===== src/rtl/ifetch_ctrl.sv =====
// ifetch_ctrl: instruction fetch sequencer for a 1-cycle registered IRAM.
// Walks IDLE -> ISSUE -> WAIT -> VALID, holding the captured word until the
// consumer takes it, then advances PC sequentially or to a jump target.
// Optional halt detection is enabled by defining IFETCH_HALT_DETECT_EN; without
// it the HALTED state is unreachable and halt-opcode words fetch normally.
module ifetch_ctrl #(
  parameter logic [7:0] START_ADDR  = 8'd0,
  parameter logic [3:0] HALT_OPCODE = 4'hF
) (
  input  logic        clock,
  input  logic        reset,
  input  logic        start,
  output logic [7:0]  iram_addr,
  input  logic [15:0] iram_q,
  output logic [15:0] instr,
  output logic [7:0]  instr_pc,
  output logic        instr_valid,
  input  logic        instr_ready,
  input  logic        jump_en,
  input  logic [7:0]  jump_addr,
  output logic        busy,
  output logic        halted
);

  localparam int unsigned AW  = 8;
  localparam int unsigned DW  = 16;
  localparam int unsigned OPW = 4;

`ifdef IFETCH_HALT_DETECT_EN
  localparam bit HaltEn = 1'b1;
`else
  localparam bit HaltEn = 1'b0;
`endif

  typedef enum logic [2:0] {
    S_IDLE   = 3'd0,
    S_ISSUE  = 3'd1,
    S_WAIT   = 3'd2,
    S_VALID  = 3'd3,
    S_HALTED = 3'd4
  } state_e;

  state_e        state_q;
  logic [AW-1:0] pc_q;
  logic [DW-1:0] instr_q;
  logic [AW-1:0] instr_pc_q;
  logic          valid_q;
  logic          busy_q;
  logic          halted_q;

  // Combinational helpers for the VALID-state decision
  logic          xfer_c;
  logic          is_halt_c;
  logic [AW-1:0] pc_seq_c;
  logic [AW-1:0] pc_d;

  // A transfer is only possible while a word is being presented
  assign xfer_c    = valid_q & instr_ready;
  assign is_halt_c = HaltEn & (instr_q[DW-1 -: OPW] == HALT_OPCODE);
  assign pc_seq_c  = pc_q + AW'(1);
  assign pc_d      = jump_en ? jump_addr : pc_seq_c;

  // Fetch FSM with all outputs held in registers
  always_ff @(posedge clock) begin
    if (reset) begin
      state_q    <= S_IDLE;
      pc_q       <= START_ADDR;
      instr_q    <= '0;
      instr_pc_q <= '0;
      valid_q    <= 1'b0;
      busy_q     <= 1'b0;
      halted_q   <= 1'b0;
    end else begin
      unique case (state_q)
        S_IDLE: begin
          if (start) begin
            state_q <= S_ISSUE;
            busy_q  <= 1'b1;
          end
        end
        S_ISSUE: begin
          // iram_addr already equals PC; RAM samples it at this edge
          state_q <= S_WAIT;
        end
        S_WAIT: begin
          instr_q    <= iram_q;
          instr_pc_q <= pc_q;
          valid_q    <= 1'b1;
          state_q    <= S_VALID;
        end
        S_VALID: begin
          if (xfer_c) begin
            valid_q <= 1'b0;
            if (is_halt_c) begin
              // PC stays at the halt word; jump request is dropped
              state_q  <= S_HALTED;
              busy_q   <= 1'b0;
              halted_q <= 1'b1;
            end else begin
              pc_q    <= pc_d;
              state_q <= S_ISSUE;
            end
          end
        end
        S_HALTED: begin
          if (start) begin
            pc_q     <= START_ADDR;
            state_q  <= S_ISSUE;
            busy_q   <= 1'b1;
            halted_q <= 1'b0;
          end
        end
        default: begin
          state_q <= S_IDLE;
          valid_q <= 1'b0;
          busy_q  <= 1'b0;
        end
      endcase
    end
  end

  // Address tracks PC in every state, so it moves on the same edge
  assign iram_addr   = pc_q;
  assign instr       = instr_q;
  assign instr_pc    = instr_pc_q;
  assign instr_valid = valid_q;
  assign busy        = busy_q;
  assign halted      = HaltEn & halted_q;

endmodule


===== config.mk =====
export PLATFORM = sky130hd
export DESIGN_NAME = ifetch_ctrl
export DESIGN_NICKNAME = d
export VERILOG_FILES = /design/src/rtl/ifetch_ctrl.sv
export SDC_FILE = /design/constraint.sdc
export NUM_CORES = 1
export LEC_CHECK = 0
export ABC_CLOCK_PERIOD_IN_PS = 1400
export BUFFER_PORTS_ARGS = -buffer_cell sky130_fd_sc_hd__buf_2
export CORE_ASPECT_RATIO = 0.6
export CORE_MARGIN = 5
export CORE_UTILIZATION = 30
export CTS_CLUSTER_SIZE = 10
export DETAILED_ROUTE_END_ITERATION = 16
export MAX_ROUTING_LAYER = met4
export SLEW_MARGIN = 10
export SYNTH_ARGS = -nofsm -noshare
export SYNTH_HDL_FRONTEND = slang
export SYNTH_SLANG_ARGS = --single-unit

===== constraint.sdc =====
create_clock -name clock -period 1.4 [get_ports clock]
set_input_delay 0.07 -clock clock [delete_from_list [all_inputs] [get_ports clock]]
set_output_delay 0.07 -clock clock [all_outputs]
set_load 0.03 [all_outputs]

==> results of run 1 <==
## synth_stat cells (3+ instances only)
cell type  instances
a21oi_1            5
buf_2              5
clkbuf_1           3
dfxtp_1           36
ha_1               7
inv_1              3
mux2i_1           27
nand2_1            5
nand2b_1           3
nand3_1            4
nand3b_1           3
nor2_1            27
nor2b_1            3
o21ai_0            7
## final cells by class
class	instances	area share (%)
clock buffer	7	4.35
sequential	36	32.6
timing repair buffer	75	19.0
multi-input combinational	121	38.5
tap	66	3.72
inverter	3	0.508
clock inverter	1	1.35
## state kept, by name, summed over array words and instances (netlist names)
name         count
busy             1
instr           16
instr_pc         8
instr_valid      1
iram_addr        8
state_q          2
## layer usage
metal  part of all wire, %  global-route usage, %  vias up  wire length, um
li1                      -                      -      738                -
met1                    51                   15.5      665             2020
met2                    40                   15.2       44             1570
met3                   8.3                   4.55        2              326
met4                  0.48                   3.83        0               19
met5                     0                      -        -                0
## repair_timing
| action | in CTS | in global routing |
|---|---|---|
| buffers inserted | 0 | 0 |
| endpoints found under the setup margin | 0 | 8 |
| resized for setup | 0 | 3 |
| hold buffers | 0 | 0 |
## worst max-delay path by stage
stage / slack (ps) / to / depth (start not counted)
6_report: 80 / iram_addr[4]$_SDFFE_PP0P_ / 4
4_1_cts: 20 / iram_addr[4]$_SDFFE_PP0P_ / 4
5_1_grt: 3 / iram_addr[3]$_SDFFE_PP0P_ / 5
2_1_floorplan: 20 / instr_pc[7]$_SDFFE_PP0P_ / 6
3_3_place_gp: 90 / iram_addr[4]$_SDFFE_PP0P_ / 4
3_5_place_dp: 40 / iram_addr[4]$_SDFFE_PP0P_ / 4
## through the flow
stage	worst slack, ps	util, %	power (W)
finish	77.4	43.0	0.00318
global placement	87.2	40.4	0.00222
detailed placement	43.9	40.4	0.00222
global route	2.88	43.0	0.00338
floorplan	19.5	-	0.00193
CTS	20.3	42.8	0.00323
## cell families (layout without fill, tap and decap cells)
family / after synthesis / in the layout / synth area share, %
simple gates: 58 / 58 / 17.8
flops: 36 / 36 / 44.2
compound gates: 28 / 28 / 11.8
mux: 27 / 27 / 16.6
buf+inv: 14 / 86 / 4.06
fa+ha+maj: 7 / 7 / 5.37
other cells: 1 / 1 / 0.230
## critical path, stage by stage (launching register included)
cell and delay [ps]:
dfxtp_1 370, ha_1 210, and3_2 270, o21ai_0 110, a221oi_1 280
## report_power, final
part	switching [W]	internal [W]	total, W
combinational	0.000569	0.000417	0.000987
sequential	0.0000645	0.00114	0.00121
clock	0.000362	0.000628	0.000991
==> summary.md, run 1 <==
| Metric | Value |
|---|---|
| Gr usage total | `11.4%` |
| IO Pins | `64` |
| Final slew viol count | `0` |
| Worst hold start | `iram_q[4]` |
| Layout area overhead | `35.9%` |
| CP endpoint kind | `flip-flop` |
| Top-area cell type share of the netlist area | `44.2%` |
| Deepest clock path buffer count | `2` |
| Synth Net Count | `207` |
| Final hold viol count | `0` |
| Fill count | `542` |
| Final period util | `94.5%` |
| Port-buffer cells | `62` |
| TNS Setup | `0 ps` |
| Syn Area/Cell | `9.54 um^2` |
| WL final | `3.94 mm` |
| DRT Pass-1 Iters | `4` |
| CTS sink count | `36` |
| Detail Route Antenna Nets | `0` |
| Post-synthesis cell count | `171` |
| Synth top area cells | `dfxtp_1 (44%), mux2i_1 (17%), nor2_1 (6.2%)` |
| Routed via count | `1,449` |
| Critical path required time | `1590 ps` |
| Final setup viols | `0` |
| WHS Endpoint | `instr[4]$_SDFFE_PP0P_` |
| Reg area | `723 um^2` |
| H-tree Lvls | `2` |
| Hold slack | `25.4 ps` |
| Core area | `5150 um^2` |
| Crit path DAT | `1520 ps` |
| R2R setup slack | `80 ps` |
| Worst-Skew Late Latency | `280 ps` |
| DRC | `0` |
| Tmin final | `1320 ps` |
| First-pass GRT wire length | `6.11 mm` |
| Rows | `20` |
| Register area share after synthesis | `44.2%` |
| Via density | `4.69` |
| Total Nets Final | `278` |
| Design Area, Final | `2220 um^2` |
| Die Ht | `67.1 um` |
| CP startpoint kind | `flip-flop` |
| Multi-input gate area | `853 um^2` |
| Vias in the first global route | `1,264` |
| TritonCTS clock tree | `done` |
| Synth area leader | `dfxtp_1` |
| Syn Std Cell Area | `1630 um^2` |
| RR Startpoint | `state_q[1]$_SDFFE_PP0P_` |
| Worst Hold Class | `input pin to flip-flop` |
| Die width | `105 um` |
| Most frequent cells in the layout | `buf_2 (62), dfxtp_1 (34), mux2i_1 (27), nor2_1 (27), buf_4 (12)` |
| Hold depth | `3` |
| RSZ-0062 raised after global routing | `false` |
| Max-Cap Viols | `0` |
| Initial Util | `31.7%` |
| Most common cell after layout, fill and taps aside | `buf_2` |
| Worst vdd ir | `637 uV` |
| FF-to-FF End | `iram_addr[4]$_SDFFE_PP0P_` |
| Remaining global-route overflow | `0` |
| Clock skew | `6.81 ps` |
| Die ar. | `7060 um^2` |
| Num CTS Buffers | `5` |
| Worst Setup Path Type | `flip-flop to flip-flop` |
| Hpwl dp | `3.03 mm` |
| Drt first-iter violations | `50` |
| EDFF count, synth | `0` |
| ANT cells | `0` |
| Leakage | `0.979 nW` |
| Layout cells sized above 1 | `37.4%` |
| Seq cells post-synth | `36` |
| Pin count of the biggest net entering global routing | `21` |
| Synth warn | `0` |
| Initial antenna violation count | `0` |
| Top_reg_cell synth | `dfxtp_1` |
| Worst Path Max Fanout | `7` |
| Async set-or-reset flop fraction in the synthesized netlist | `0%` |
| CTS clk-pin slew, worst paths | `80 ps` |
| Final cell count without fillers | `309` |
| FMAX | `0.756 GHz` |
| Routed wire per std cell | `12.7 um` |
| Worst Setup SP | `state_q[1]$_SDFFE_PP0P_` |
| Worst R2R Path Depth | `4` |
| Status | `finished clean` |
| Netlist cell types | `40` |
| PwrDens | `1440 nW/um^2` |
| Root Driver | `clkbuf_8` |
| DP Area | `2080 um^2` |
| Routability Congestion | `0.777` |
| Cells after DPL | `301` |
Note: power is estimated with default switching activity, not from simulation.
==> run 2, diff against run 1 <==
ABC_CLOCK_PERIOD_IN_PS = 1300   (was 1400)
clock period = 1.3 ns   (was 1.4 ns; I/O delays follow)
==> run 2 against run 1 <==
Against the previous run: sequential share of layout area up 0.25 points; clock skew up 1.1 ps; cell area up 0.62%; final cell count unchanged; critical endpoint is now iram_addr[6]$_SDFFE_PP0P_; largest power group unchanged.
==> summary.md, run 2 (same netlist as run 1, synthesis figures left out) <==
| Metric | Value |
|---|---|
| Status | `finished clean` |
| Fill count | `526` |
| Initial antenna violation count | `0` |
| CTS clk-pin slew, worst paths | `70 ps` |
| Detail Route Antenna Nets | `0` |
| FMAX | `0.794 GHz` |
| Tmin final | `1260 ps` |
| Layout area overhead | `36.7%` |
| Die ar. | `7060 um^2` |
| Slowest-stage cell, CP | `dfxtp_4` |
| Port-buffer cells | `62` |
| WL final | `4.28 mm` |
| Final hold viol count | `0` |
| Worst Hold Class | `input pin to flip-flop` |
| Drt first-iter violations | `65` |
| CP max stage delay | `350 ps` |
| Gr usage total | `13.0%` |
| IO Pins | `64` |
| Worst-Skew Late Latency | `280 ps` |
| Hpwl dp | `3.24 mm` |
| Total Nets Final | `278` |
| Crit path DAT | `1470 ps` |
| Root Driver | `clkbuf_8` |
| DP Area | `2090 um^2` |
| Deepest clock path buffer count | `2` |
| Initial Util | `31.7%` |
| CP startpoint kind | `flip-flop` |
| Hold depth | `3` |
| CP Cell Sequence | `ha_2, and3_2, a311o_1, o211ai_1` |
| Reg area | `733 um^2` |
| Num CTS Buffers | `5` |
| DRT Pass-1 Iters | `4` |
| Worst Setup SP | `iram_addr[0]$_SDFFE_PP0P_` |
| Pre-CTS setup slack | `-6.85 ps` |
| Routability Congestion | `0.771` |
| Worst R2R Path Depth | `4` |
| Max-Cap Viols | `0` |
| Remaining global-route overflow | `0` |
| Leakage | `0.964 nW` |
| TNS Setup | `0 ps` |
| Layout cells sized above 1 | `41.6%` |
| Post-CTS Hold Fix Bufs | `0` |
| CP endpoint kind | `flip-flop` |
| Final slew viol count | `0` |
| Final period util | `96.9%` |
| Worst vdd ir | `842 uV` |
| Hold slack | `10.6 ps` |
| Die width | `105 um` |
| TritonCTS clock tree | `done` |
| ANT cells | `0` |
| RSZ-0062 raised after global routing | `true` |
| Final setup viols | `0` |
| Core area | `5150 um^2` |
| Worst hold start | `iram_q[13]` |
| Rows | `20` |
| Die Ht | `67.1 um` |
| Worst Path Max Fanout | `3` |
| Worst Setup Path Type | `flip-flop to flip-flop` |
| Pin count of the biggest net entering global routing | `20` |
| Setup ws final | `40.9 ps` |
| RR Startpoint | `iram_addr[0]$_SDFFE_PP0P_` |
| Most common cell after layout, fill and taps aside | `buf_2` |
| Max reg flops | `16` |
| First-pass GRT wire length | `7.02 mm` |
| DRC | `0` |
| Vias in the first global route | `1,382` |
| Multi-input gate area | `876 um^2` |
| PwrDens | `1510 nW/um^2` |
| Clock skew | `7.87 ps` |
| CTS sink count | `36` |
| Most frequent cells in the layout | `buf_2 (62), dfxtp_1 (28), mux2i_1 (27), nor2_1 (27), buf_4 (12)` |
| Critical path required time | `1510 ps` |
| Via density | `4.65` |
| Buffer count from post-CTS setup fixing | `0` |
| Design Area, Final | `2230 um^2` |
| Routed via count | `1,438` |
| H-tree Lvls | `2` |
| Routed wire per std cell | `13.9 um` |
## run 2: changes by cell type in the layout (fill, tap and decap cells not counted), moves of 2 or more
cell	delta
dfxtp_1	-6
dfxtp_2	+5
ha_1	-3
ha_2	+3
clkbuf_8	-2
## run 2: per-stage QoR
stage	cells	total power (W)	util [%]
2_1_floorplan	171	0.00210	-
3_3_place_gp	301	0.00239	40.6
3_5_place_dp	301	0.00240	40.6
4_1_cts	309	0.00337	42.8
5_1_grt	309	0.00357	43.3
6_report	309	0.00337	43.3
## run 2: area by class of cell
type,count,area share (%)
inverter,3,0.505
tap,66,3.70
multi-input combinational,121,39.3
clock inverter,2,1.57
timing repair buffer,75,18.8
clock buffer,6,3.25
sequential,36,32.9
## run 2: what timing repair did
| action | CTS | global route |
|---|---|---|
| endpoints found under the hold margin | 0 | 0 |
| pin swaps | 1 | 2 |
| endpoints found under the setup margin | 5 | 24 |
| gates resized for setup | 2 | 9 |
## run 2: path summary, 6_finish.rpt
check | to | slack (ps)
worst min register to register | instr[5]$_SDFFE_PP0P_ | 490
worst min-delay path | instr[13]$_SDFFE_PP0P_ | 10
worst max register to register | iram_addr[6]$_SDFFE_PP0P_ | 40
worst max-delay path | iram_addr[6]$_SDFFE_PP0P_ | 40
## run 2: routing by layer
metal	routed length (um)	global-route usage, %
met3	360	5.03
met2	1710	17.9
met5	0	-
met4	36	4.31
met1	2170	17.2
## run 2: where the power goes
group / internal [W] / switching [W] / total [W]
Clock: 0.000569 / 0.000392 / 0.000961
Sequential: 0.00123 / 0.0000697 / 0.00130
Combinational: 0.000463 / 0.000640 / 0.00110
## run 2: critical path, delay by kind of cell (launching register included)
family | cells | cell delay, ps
fa+ha+maj | 1 | 170
simple gates | 1 | 230
flops | 1 | 350
compound gates | 2 | 440
==> run 3, diff against run 2 <==
BUFFER_PORTS_ARGS = -buffer_cell sky130_fd_sc_hd__buf_4   (was -buffer_cell sky130_fd_sc_hd__buf_2)
==> run 3 against run 2 <==
Against the previous run: count of clock-buffer cells in the layout unchanged; sequential power about the same; setup slack better by 3.5 ps; non-clock buffer count up 6; critical endpoint is now instr[1]$_SDFFE_PP0P_; routed wire length up 2.3%; total power up 4.2%.
==> summary.md, run 3 (same netlist as run 1, synthesis figures left out) <==
| Metric | Value |
|---|---|
| Status | `finished clean` |
| First-pass GRT wire length | `7.04 mm` |
| Routability Congestion | `0.764` |
| Rows | `20` |
| Most frequent cells in the layout | `buf_4 (79), mux2i_1 (27), nor2_1 (27), dfxtp_1 (27), dfxtp_2 (8)` |
| RSZ-0062 raised after global routing | `true` |
| Max-Cap Viols | `0` |
| Via density | `4.72` |
| Drt first-iter violations | `53` |
| DRT Pass-1 Iters | `4` |
| Slowest-stage cell, CP | `dfxtp_2` |
| Detail Route Antenna Nets | `0` |
| TritonCTS clock tree | `done` |
| Worst vdd ir | `774 uV` |
| Die width | `105 um` |
| Gr usage total | `12.7%` |
| Max reg flops | `16` |
| Tmin final | `1260 ps` |
| Fill count | `504` |
| CP Cell Sequence | `inv_1, ha_2, clkbuf_16, mux2i_1, nor2_1` |
| H-tree Lvls | `2` |
| Pin count of the biggest net entering global routing | `23` |
| Final setup viols | `0` |
| Leakage | `1.02 nW` |
| Overall Power | `0.00351 W` |
| CP max stage delay | `330 ps` |
| Final period util | `96.6%` |
| DRC | `0` |
| Routed via count | `1,486` |
| Final slew viol count | `0` |
| Hold slack | `14.7 ps` |
| CP startpoint kind | `flip-flop` |
| Hpwl dp | `3.23 mm` |
| CTS clk-pin slew, worst paths | `70 ps` |
| Layout cells sized above 1 | `43.4%` |
| Initial antenna violation count | `0` |
| Die ar. | `7060 um^2` |
| Core area | `5150 um^2` |
| WL final | `4.38 mm` |
| ANT cells | `0` |
| Crit path DAT | `1420 ps` |
| Worst Hold Class | `input pin to flip-flop` |
| Final hold viol count | `0` |
| Vias in the first global route | `1,447` |
| Port-buffer cells | `62` |
| Root Driver | `clkbuf_8` |
| Deepest clock path buffer count | `2` |
| FMAX | `0.796 GHz` |
| CP endpoint kind | `flip-flop` |
| Num CTS Buffers | `5` |
| Worst-Skew Late Latency | `280 ps` |
| CTS sink count | `36` |
| Total Nets Final | `284` |
| Clock skew | `7.95 ps` |
| Critical path required time | `1460 ps` |
| Most common cell after layout, fill and taps aside | `buf_4` |
| Die Ht | `67.1 um` |
| Initial Util | `31.7%` |
| Routed wire per std cell | `13.9 um` |
| PwrDens | `1430 nW/um^2` |
| Layout area overhead | `50.1%` |
| Worst Path Max Fanout | `11` |
| Worst Setup Path Type | `flip-flop to flip-flop` |
| IO Pins | `64` |
| Remaining global-route overflow | `0` |
## run 3: metrics by stage
stage / area (um^2) / setup WS [ps] / util, % / setup TNS (ps) / cells
floorplan: 1660 / 2.88 / - / 0 / 171
global placement: 2260 / -1.68 / 43.9 / -1.68 / 303
detailed placement: 2260 / -50.0 / 43.9 / -62.3 / 303
CTS: 2370 / 0.753 / 46.0 / 0 / 311
global route: 2450 / -33.7 / 47.5 / -311 / 315
finish: 2450 / 44.4 / 47.5 / 0 / 315
## run 3: area by class of cell
cell class	instances	area, um^2	area share, %
Sequential cell	36	734	30.0
Tap cell	66	82.6	3.37
Clock inverter	2	35.0	1.43
Clock buffer	6	72.6	2.96
Multi-Input combinational cell	121	875	35.7
Timing Repair Buffer	81	638	26.1
Inverter	3	11.3	0.460
## run 3: timing repair
item	in CTS	in global routing
resized for setup	1	12
pin swaps	0	3
setup buffers	0	3
hold buffers	0	0
endpoints found under the setup margin	4	31
gates cloned	0	1
## run 3: where the power goes
group	internal [W]	leakage (nW)	switching [W]
Clock	0.000569	0.0552	0.000386
Sequential	0.00123	0.296	0.0000769
Combinational	0.000591	0.672	0.000652
Total	0.00239	1.02	0.00112
## run 3: critical path: cells and delay by family, from the launching register on
family / cells / cell delay [ps]
buffers and inverters: 2 / 320
flip-flops: 1 / 330
adder cells (fa/ha/maj): 1 / 270
multiplexers: 1 / 190
AND/OR/NAND/NOR: 1 / 50
## run 3: metal layers
metal	vias to the layer above	global-route usage, %	part of all wire (%)
li1	755	-	-
met1	686	17.9	52
met2	43	17.0	40
met3	2	4.84	7.7
met4	0	2.39	0.32
met5	-	-	0
## run 3: final timing paths
| check | end | startpoint | cells past startpoint | slack, ps |
|---|---|---|---|---|
| setup / recovery | instr[1]$_SDFFE_PP0P_ | state_q[0]$_SDFFE_PP0P_ | 5 | 40 |
| hold reg to reg | instr_pc[4]$_SDFFE_PP0P_ | instr_pc[4]$_SDFFE_PP0P_ | 2 | 490 |
| setup reg to reg | instr[1]$_SDFFE_PP0P_ | state_q[0]$_SDFFE_PP0P_ | 5 | 40 |
| hold / removal | instr[8]$_SDFFE_PP0P_ | iram_q[8] | 3 | 10 |
